==> src/rtl/s2mm_address_generator.sv <==
// ---------------------------------------------------------------------------
// s2mm_address_generator
//
// Hands out chunk start addresses of a ring buffer to an S2MM command
// converter and retires them as datamover status words come back. The number
// of issued-but-unretired chunks is capped at MAX_OUTSTANDING. Any bad status,
// or a status that arrives when nothing is outstanding, latches a sticky
// error and parks the block in HALT. The only way out of HALT is reset.
//
// Ports
//   address_out_aclk     in   1   single rising-edge clock
//   address_out_aresetn  in   1   synchronous active-low reset
//   enable               in   1   level, 1 = keep issuing addresses
//   address_out_tdata    out  32  chunk start address (AXI-Stream)
//   address_out_tvalid   out  1   AXI-Stream valid
//   address_out_tready   in   1   AXI-Stream ready
//   status_in_tdata      in   32  S2MM status: [31] EOP, [30:8] bytes,
//                                 [7] OKAY, [6:4] SLV/DEC/INT error, [3:0] tag
//   status_in_tvalid     in   1   status valid
//   status_in_tready     out  1   status ready (1 whenever out of reset)
//   outstanding          out  4   issued minus completed chunks
//   chunks_done          out  32  count of OKAY statuses, wraps
//   last_bytes           out  23  bytes field of the most recent OKAY status
//   error                out  1   sticky fault flag
// ---------------------------------------------------------------------------
module s2mm_address_generator #(
    parameter logic [31:0] BASE_ADDR       = 32'h0000_0000,
    parameter int unsigned CHUNK_BYTES     = 1024,
    parameter int unsigned NUM_CHUNKS      = 16,
    parameter int unsigned MAX_OUTSTANDING = 4
) (
    input  logic        address_out_aclk,
    input  logic        address_out_aresetn,
    input  logic        enable,
    output logic [31:0] address_out_tdata,
    output logic        address_out_tvalid,
    input  logic        address_out_tready,
    input  logic [31:0] status_in_tdata,
    input  logic        status_in_tvalid,
    output logic        status_in_tready,
    output logic [3:0]  outstanding,
    output logic [31:0] chunks_done,
    output logic [22:0] last_bytes,
    output logic        error
);

    localparam int unsigned    IDX_W    = (NUM_CHUNKS > 1) ? $clog2(NUM_CHUNKS) : 1;
    localparam logic [IDX_W-1:0] IDX_LAST = IDX_W'(NUM_CHUNKS - 1);
    localparam logic [3:0]     MAX_OUT  = 4'(MAX_OUTSTANDING);

    typedef enum logic [1:0] {
        ST_IDLE  = 2'd0,
        ST_ISSUE = 2'd1,
        ST_HALT  = 2'd2
    } state_t;

    // Start address of ring slot idx; the sum is deliberately 32-bit truncated.
    function automatic logic [31:0] chunk_addr_f(input logic [IDX_W-1:0] idx);
        chunk_addr_f = BASE_ADDR + (32'(idx) * 32'(CHUNK_BYTES));
    endfunction

    // A status is good only when OKAY is set and none of the error bits are.
    function automatic logic status_okay_f(input logic [31:0] st);
        status_okay_f = st[7] & (st[6:4] == 3'b000);
    endfunction

    state_t            state_r;
    state_t            state_next_s;
    logic [IDX_W-1:0]  idx_r;
    logic [IDX_W-1:0]  idx_next_s;
    logic [31:0]       tdata_r;
    logic              tvalid_r;
    logic              tvalid_next_s;
    logic              status_tready_r;
    logic [3:0]        outstanding_r;
    logic [3:0]        outstanding_next_s;
    logic [31:0]       chunks_done_r;
    logic [22:0]       last_bytes_r;
    logic              error_r;

    logic              addr_hs_s;
    logic              stat_hs_s;
    logic              underflow_s;
    logic              bad_status_s;
    logic              fault_s;
    logic              beat_pending_s;
    logic              retire_s;
    logic              count_okay_s;

    // EOP and TAG carry nothing this block acts on.
    logic              unused_status_bits_s;
    assign unused_status_bits_s = &{1'b0, status_in_tdata[31], status_in_tdata[3:0]};

    assign addr_hs_s      = tvalid_r & address_out_tready;
    assign stat_hs_s      = status_in_tvalid & status_tready_r;
    assign underflow_s    = stat_hs_s & (outstanding_r == 4'd0);
    assign bad_status_s   = stat_hs_s & ~status_okay_f(status_in_tdata);
    assign fault_s        = underflow_s | bad_status_s;
    // A beat is still pending when it is presented but not accepted this cycle.
    assign beat_pending_s = tvalid_r & ~address_out_tready;
    assign retire_s       = stat_hs_s & (outstanding_r != 4'd0);
    // Counters freeze in HALT and never count a status that faulted.
    assign count_okay_s   = stat_hs_s & ~fault_s & (state_r != ST_HALT);

    // FSM state register.
    always_ff @(posedge address_out_aclk) begin
        if (!address_out_aresetn) begin
            state_r <= ST_IDLE;
        end else begin
            state_r <= state_next_s;
        end
    end

    // FSM next-state logic.
    always_comb begin
        state_next_s = state_r;
        case (state_r)
            ST_IDLE: begin
                if (fault_s) begin
                    state_next_s = ST_HALT;
                end else if (enable) begin
                    state_next_s = ST_ISSUE;
                end else begin
                    state_next_s = ST_IDLE;
                end
            end
            ST_ISSUE: begin
                if (fault_s) begin
                    state_next_s = ST_HALT;
                end else if (!enable && !beat_pending_s) begin
                    state_next_s = ST_IDLE;
                end else begin
                    state_next_s = ST_ISSUE;
                end
            end
            ST_HALT: begin
                state_next_s = ST_HALT;
            end
            default: begin
                state_next_s = ST_HALT;
            end
        endcase
    end

    // FSM output / datapath next-value logic.
    always_comb begin
        idx_next_s         = idx_r;
        outstanding_next_s = outstanding_r;
        tvalid_next_s      = 1'b0;

        if (addr_hs_s) begin
            if (idx_r == IDX_LAST) begin
                idx_next_s = '0;
            end else begin
                idx_next_s = idx_r + {{(IDX_W-1){1'b0}}, 1'b1};
            end
        end else begin
            idx_next_s = idx_r;
        end

        // Simultaneous issue and retire cancel out.
        case ({addr_hs_s, retire_s})
            2'b10:   outstanding_next_s = outstanding_r + 4'd1;
            2'b01:   outstanding_next_s = outstanding_r - 4'd1;
            default: outstanding_next_s = outstanding_r;
        endcase

        // A pending beat always survives; a new one needs to stay in ISSUE and
        // have room after this cycle's issue/retire, which keeps back-to-back
        // beats going without overshooting the limit.
        if (beat_pending_s) begin
            tvalid_next_s = 1'b1;
        end else if ((state_r == ST_ISSUE) && (state_next_s == ST_ISSUE) &&
                     (outstanding_next_s < MAX_OUT)) begin
            tvalid_next_s = 1'b1;
        end else begin
            tvalid_next_s = 1'b0;
        end
    end

    // Datapath and output registers.
    always_ff @(posedge address_out_aclk) begin
        if (!address_out_aresetn) begin
            idx_r           <= '0;
            tdata_r         <= BASE_ADDR;
            tvalid_r        <= 1'b0;
            status_tready_r <= 1'b0;
            outstanding_r   <= 4'd0;
            chunks_done_r   <= 32'd0;
            last_bytes_r    <= 23'd0;
            error_r         <= 1'b0;
        end else begin
            idx_r           <= idx_next_s;
            // idx only moves on a handshake, so tdata stays put while a beat waits.
            tdata_r         <= chunk_addr_f(idx_next_s);
            tvalid_r        <= tvalid_next_s;
            status_tready_r <= 1'b1;
            outstanding_r   <= outstanding_next_s;
            error_r         <= error_r | fault_s;
            if (count_okay_s) begin
                chunks_done_r <= chunks_done_r + 32'd1;
                last_bytes_r  <= status_in_tdata[30:8];
            end else begin
                chunks_done_r <= chunks_done_r;
                last_bytes_r  <= last_bytes_r;
            end
        end
    end

    assign address_out_tdata  = tdata_r;
    assign address_out_tvalid = tvalid_r;
    assign status_in_tready   = status_tready_r;
    assign outstanding        = outstanding_r;
    assign chunks_done        = chunks_done_r;
    assign last_bytes         = last_bytes_r;
    assign error              = error_r;

endmodule

==> config.mk <==
export PLATFORM = sky130hd
export DESIGN_NAME = s2mm_address_generator
export DESIGN_NICKNAME = d
export VERILOG_FILES = /design/src/rtl/s2mm_address_generator.sv
export SDC_FILE = /design/constraint.sdc
export NUM_CORES = 1
export LEC_CHECK = 0
export ABC_CLOCK_PERIOD_IN_PS = 2500
export BUFFER_PORTS_ARGS = -buffer_cell sky130_fd_sc_hd__buf_2
export CAP_MARGIN = 20
export CORE_MARGIN = 8
export CORE_UTILIZATION = 40
export DETAILED_ROUTE_END_ITERATION = 16
export HOLD_SLACK_MARGIN = 0.06
export PLACE_DENSITY = 0.69
export SYNTH_ARGS = -nofsm -noshare
export SYNTH_HDL_FRONTEND = slang
export SYNTH_SLANG_ARGS = --single-unit
==> constraint.sdc <==
create_clock -name address_out_aclk -period 2.5 [get_ports address_out_aclk]
set_input_delay 0.125 -clock address_out_aclk [delete_from_list [all_inputs] [get_ports address_out_aclk]]
set_output_delay 0.125 -clock address_out_aclk [all_outputs]
set_load 0.02 [all_outputs]
# == Yosys cells after proc, flatten, opt, wreduce, memory -nomap -nowiden ==
# Index checks and enable logic that the tools add are counted.
# word_totals
reg_bits,96
in_bits,37
output_inout_bits,94
elab_cells,54
# op_classes
n_addsub,4
magnitude_cmp,1
eq_ne,6
mux,11
bitwise,14
n_reduce_logical,9
# ops
operator,n
$add A32 B1 Y32 const B,1
$and A1 B1 Y1,9
$add A4 B1 Y4 const B,2
$mux W4,2
$pmux W4 S2,1
$eq A2 B1 Y1 const B,3
$mux W1,5
$eq A4 B4 Y1 const B,1
$logic_not A4 Y1,1
$lt A4 B3 Y1 const B,1
$mux W2,2
$pmux W2 S2,1
$reduce_bool A4 Y1,1
$sub A4 B1 Y4 const B,1
$logic_and A1 B1 Y1,3
$logic_not A3 Y1,1
$not A1 Y1,3
$eq A2 B2 Y1 const B,1
$logic_not A1 Y1,2
$logic_not A2 Y1,1
$ne A2 B2 Y1 const B,1
$or A1 B1 Y1,2

# == Logic depth before layout (Yosys ltp) ==
# depth
depth_word,12
depth_mapped,10
mapped_depth_nobuf,10

# == Least setup slack after synthesis ==
# No wires, ideal clock.
# synth_path
path_type,reg-to-reg
from,"register outstanding_r[1], in the netlist outstanding[1]"
to,"register tvalid_r, in the netlist address_out_tvalid"
t_arrival_ps,2348
t_required_ps,2384
path_slack_ps,36
stages_incl_launch_ff,11
period_less_slack_ps,2464
path_cell_list,dfxtp_1 nor4_1 nor2_1 ha_1 xor2_1 ha_1 a21oi_1 xor2_1 nor2_1 xnor2_1 a41o_1
# synth_via
elab_chain_len,10
elab_cells_between_ends,19
cone_classes,add/sub (2); order compare (1); eq/ne (3); mux (6); bitwise (3); reduce/logical (4)
# synth_lines
item,line_no,source
start: declaration,75,logic [3:0] outstanding_r;
start signal: assignment,198,outstanding_r <= outstanding_next_s;
"parallel branches: the longest is 7 deep, another holds $sub A4 B1 Y4",-,
$logic_and A1 B1 Y1 (*),173,end else if ((state_r == ST_ISSUE) && (state_next_s == ST_ISSUE) &&
$mux W1 (*),173,
$mux W1 (*),171,if (beat_pending_s) begin
end signal: assignment,196,tvalid_r <= tvalid_next_s;
end: declaration,72,logic tvalid_r;
# Every way passes the cells marked *.
# A chain may end at the register's enable or synchronous reset.

# == Final worst setup path ==
# Same ends and word-level chain as after synthesis.

==> results.md <==
- Part of the power in registers: 0.490
- Area share of the largest cell type after synthesis: 0.4137
- GR Overflow Total: 0
- Dpl hpwl: 5.859 mm
- Htree depth: 3
- Initial Util: 0.4066
- Synth Area per Inst: 8.799 µm²
- FF-to-FF setup slack: 0.18 ns
- Crit-path max FO: 5
- Reg2Reg Depth: 10
- Routed len/inst: 13.89 µm
- Vias per inst: 4.911
- Chip Height: 106.7 µm
- Worst slew pin tran: 0.5552 ns
- Fin nets: 537
- Synth Instances: 374
- Post-Route Skew: 0.01232 ns
- Starting DRT DRC Count: 72
- Gpl congestion: 0.7872
- Met1 Track Usage GR: 0.1600
- Met3 usage: 0.05519
- Final wirelength: 8.403 mm
- Clk_lat worst skew: 0.34 ns
- WP data arrival: 2.55 ns
- Port Buf Inserts: 97
- Post-synth top flop: dfxtp_1
- Status: finished, final reports clean
- Clock slew at reported path FFs: 0.08 ns
- Setup Buffers After CTS: 0
- Yosys top cell by area: dfxtp_1
- Clk pwr share: 0.445
- Kind of critical path: flop to flop
- Max VDD drop: 0.3124 mV
- Busiest layer in global routing: met2
- I/O pin total: 131
- P per Cell Area: 524.2 mW/mm²
- Sequential area share after synthesis: 0.4137
- Cell area after layout: 0.004252 mm²
- Area of the core: 0.008093 mm²
- Yosys reg bits: 68
- Vias in the first global route: 2940
- Drt first pass iters: 4
- Yosys warns: 0
- Post-route ant nets: 0
- Worst endpoint required time: 2.72 ns
- Die Wd: 106.7 µm
- Worst setup path endpoint: address_out_tvalid
- Global-route wire length before repair: 13.70 mm
- Synth cell types: 46
- Tot GR Track Use: 0.1449
- Worst r2r dst: address_out_tvalid
- Dpl cell area: 0.003797 mm²
- Row count: 33
- Period utilization: 0.9297
- Logic gate share of total power: 0.066
- Drc violations: 0
- Endpoints failing setup: 0
- Area growth from synthesis to layout: 29.20%
- Post-synth EDFFs: 0
- CTS tree: built
- Vias post-DR: 2971
- Maximum root-to-sink buffer count: 2
- Met2 Use GR: 0.2429
- CP Launch Type: flop
- Area of the mapped netlist: 0.003291 mm²
- Leak: 1.803 nW
- Sw frac: 0.2203
- P_sw: 0.4910 mW
- Clock Sinks: 68
- Total of max-cap violations: 0
- Top cells by area, synth: dfxtp_1 (41%), a21boi_0 (7.1%), nand2_1 (7.0%)
- Largest net degree at the start of global routing: 37
- Hold Path Cell Cnt: 3
- Share of cells above drive strength 1: 0.2580
- Slew HR: 0.6299
- CP Capture Type: flop
- Setup TNS: 0 ns
- Reg-to-reg startpoint: outstanding[1]
- Filler cells: 770
- FMAX: 430.3 MHz
- Clk Tree Root Cell: clkbuf_8
- Pwr Total: 2.229 mW
- Post-route minimum period: 2.324 ns
- Num CTS Buffers: 9
- Antenna diode count: 0
- Die area: 0.01138 mm²
- Post-synth ARST share: 0
- Worst Setup SP: outstanding[1]
- Initial antenna violation count: 0
- Pint: 1.738 mW
- Fin. max-slew vios: 0
- Min-Delay Path Class: primary input to flop
- Hold Fails Final Rpt: 0
- Finished Core Util: 0.5254
-- layout make-up --
| class | count | area [µm²] | area share |
|---|---|---|---|
| Clock buffer | 12 | 145.1 | 0.03414 |
| Sequential cell | 68 | 1361 | 0.3202 |
| Inverter | 6 | 22.52 | 0.005297 |
| Clock inverter | 4 | 72.57 | 0.01707 |
| Timing Repair Buffer | 130 | 790.8 | 0.1860 |
| Tap cell | 105 | 131.4 | 0.03090 |
| Multi-Input combinational cell | 280 | 1728 | 0.4064 |
-- registers in the layout, summed over array words and instances, names as in the netlist --
signal	flops
address_out_tdata	4
address_out_tvalid	1
chunks_done	32
error	1
last_bytes	23
outstanding	4
state_r	2
status_in_tready	1
-- worst max-delay path: stages, from the launching register on --
cell and delay [ns]:
dfxtp_1 0.33, nor4_2 0.36, nor2_1 0.13, ha_1 0.27
xor2_1 0.18, ha_1 0.20, a21oi_1 0.15, xor2_1 0.17
nor2_1 0.07, xnor2_1 0.14, a41o_1 0.21
-- metal layers --
layer | part of all wire | vias to the layer above | routed length, µm
met5 | 0 | - | 0
met4 | 0.015 | 0 | 128
met3 | 0.097 | 12 | 813
met2 | 0.47 | 92 | 3942
met1 | 0.42 | 1377 | 3518
li1 | - | 1490 | -
-- per-stage QoR --
| step | setup slack, ns | hold slack (ns) | std cells |
|---|---|---|---|
| 6_report | 0.1758 | 0.1210 | 605 |
| 5_1_grt | -0.002848 | 0.1298 | 605 |
| 4_1_cts | 0.06969 | 0.1013 | 605 |
| 3_5_place_dp | 0.1283 | 0.3820 | 566 |
| 3_3_place_gp | 0.2463 | 0.3748 | 566 |
| 2_1_floorplan | 0.03557 | 0.1527 | 401 |
-- cells in the mapped netlist (3+ instances only) --
cell      instances
a21boi_0         31
a21boi_1          9
a21oi_1           3
and2_1           19
buf_2             4
buf_4            28
clkbuf_1         12
dfxtp_1          68
ha_1              5
inv_1             6
nand2_1          61
nand3_1           9
nand4_1          16
nor2_1            6
nor2b_1           5
nor3_1            3
o21ai_0          13
o31ai_1           4
o41ai_1           3
or3_1            13
or4_1             5
xnor2_1          18
-- cell usage in the layout, fill, tap and decap left out, types with 9 or more instances in the layout --
| master | count |
|---|---|
| buf_4 | 10 |
| o21ai_0 | 13 |
| and2_1 | 19 |
| dlygate4sd3_1 | 23 |
| buf_2 | 97 |
| nand4_1 | 16 |
| a21boi_1 | 9 |
| conb_1 | 28 |
| nand2_1 | 61 |
| a21boi_0 | 31 |
| nand3_1 | 9 |
| xnor2_1 | 18 |
| dfxtp_1 | 68 |
| or3_1 | 13 |
| clkbuf_8 | 10 |
-- cells by family (layout without fill, tap and decap cells) --
kind of cell             after synthesis  in the layout  share of synthesized area
other                                  1             28                   0.001140
multiplexers                           2              2                   0.006464
adder cells (fa/ha/maj)                5              5                    0.01901
AND/OR/NAND/NOR                      154            154                     0.2567
flip-flops                            68             68                     0.4137
AO/OA/AOI/OAI                         71             71                     0.1532
XOR/XNOR                              20             20                    0.05323
buffers and inverters                 53            152                    0.09657
-- worst min path at each step --
stage                                   start               endpoint
after detailed placement  status_in_tdata[25]         last_bytes[17]
final                      address_out_tready  address_out_tdata[11]
after global routing       address_out_tready  address_out_tdata[11]
after floorplan           address_out_aresetn       status_in_tready
after CTS                  address_out_tready  address_out_tdata[11]
after global placement    status_in_tdata[20]         last_bytes[12]
-- power by group through the flow --
| stage | Sequential, mW | Clock, mW | Combinational [mW] |
|---|---|---|---|
| 3_5_place_dp | 1.12 | 0 | 0.115 |
| 4_1_cts | 1.09 | 1.03 | 0.143 |
| 2_1_floorplan | 1.12 | 0 | 0.105 |
| 3_3_place_gp | 1.12 | 0 | 0.114 |
| 5_1_grt | 1.09 | 1.07 | 0.157 |
| 6_report | 1.09 | 0.991 | 0.146 |
-- repair_timing --
action                     in CTS  in global routing
setup endpoints to repair       0                  2
hold buffers                   23                  0
resized for setup               0                  1
hold endpoints to repair       23                  0
Note: power is estimated with default switching activity, not from simulation.
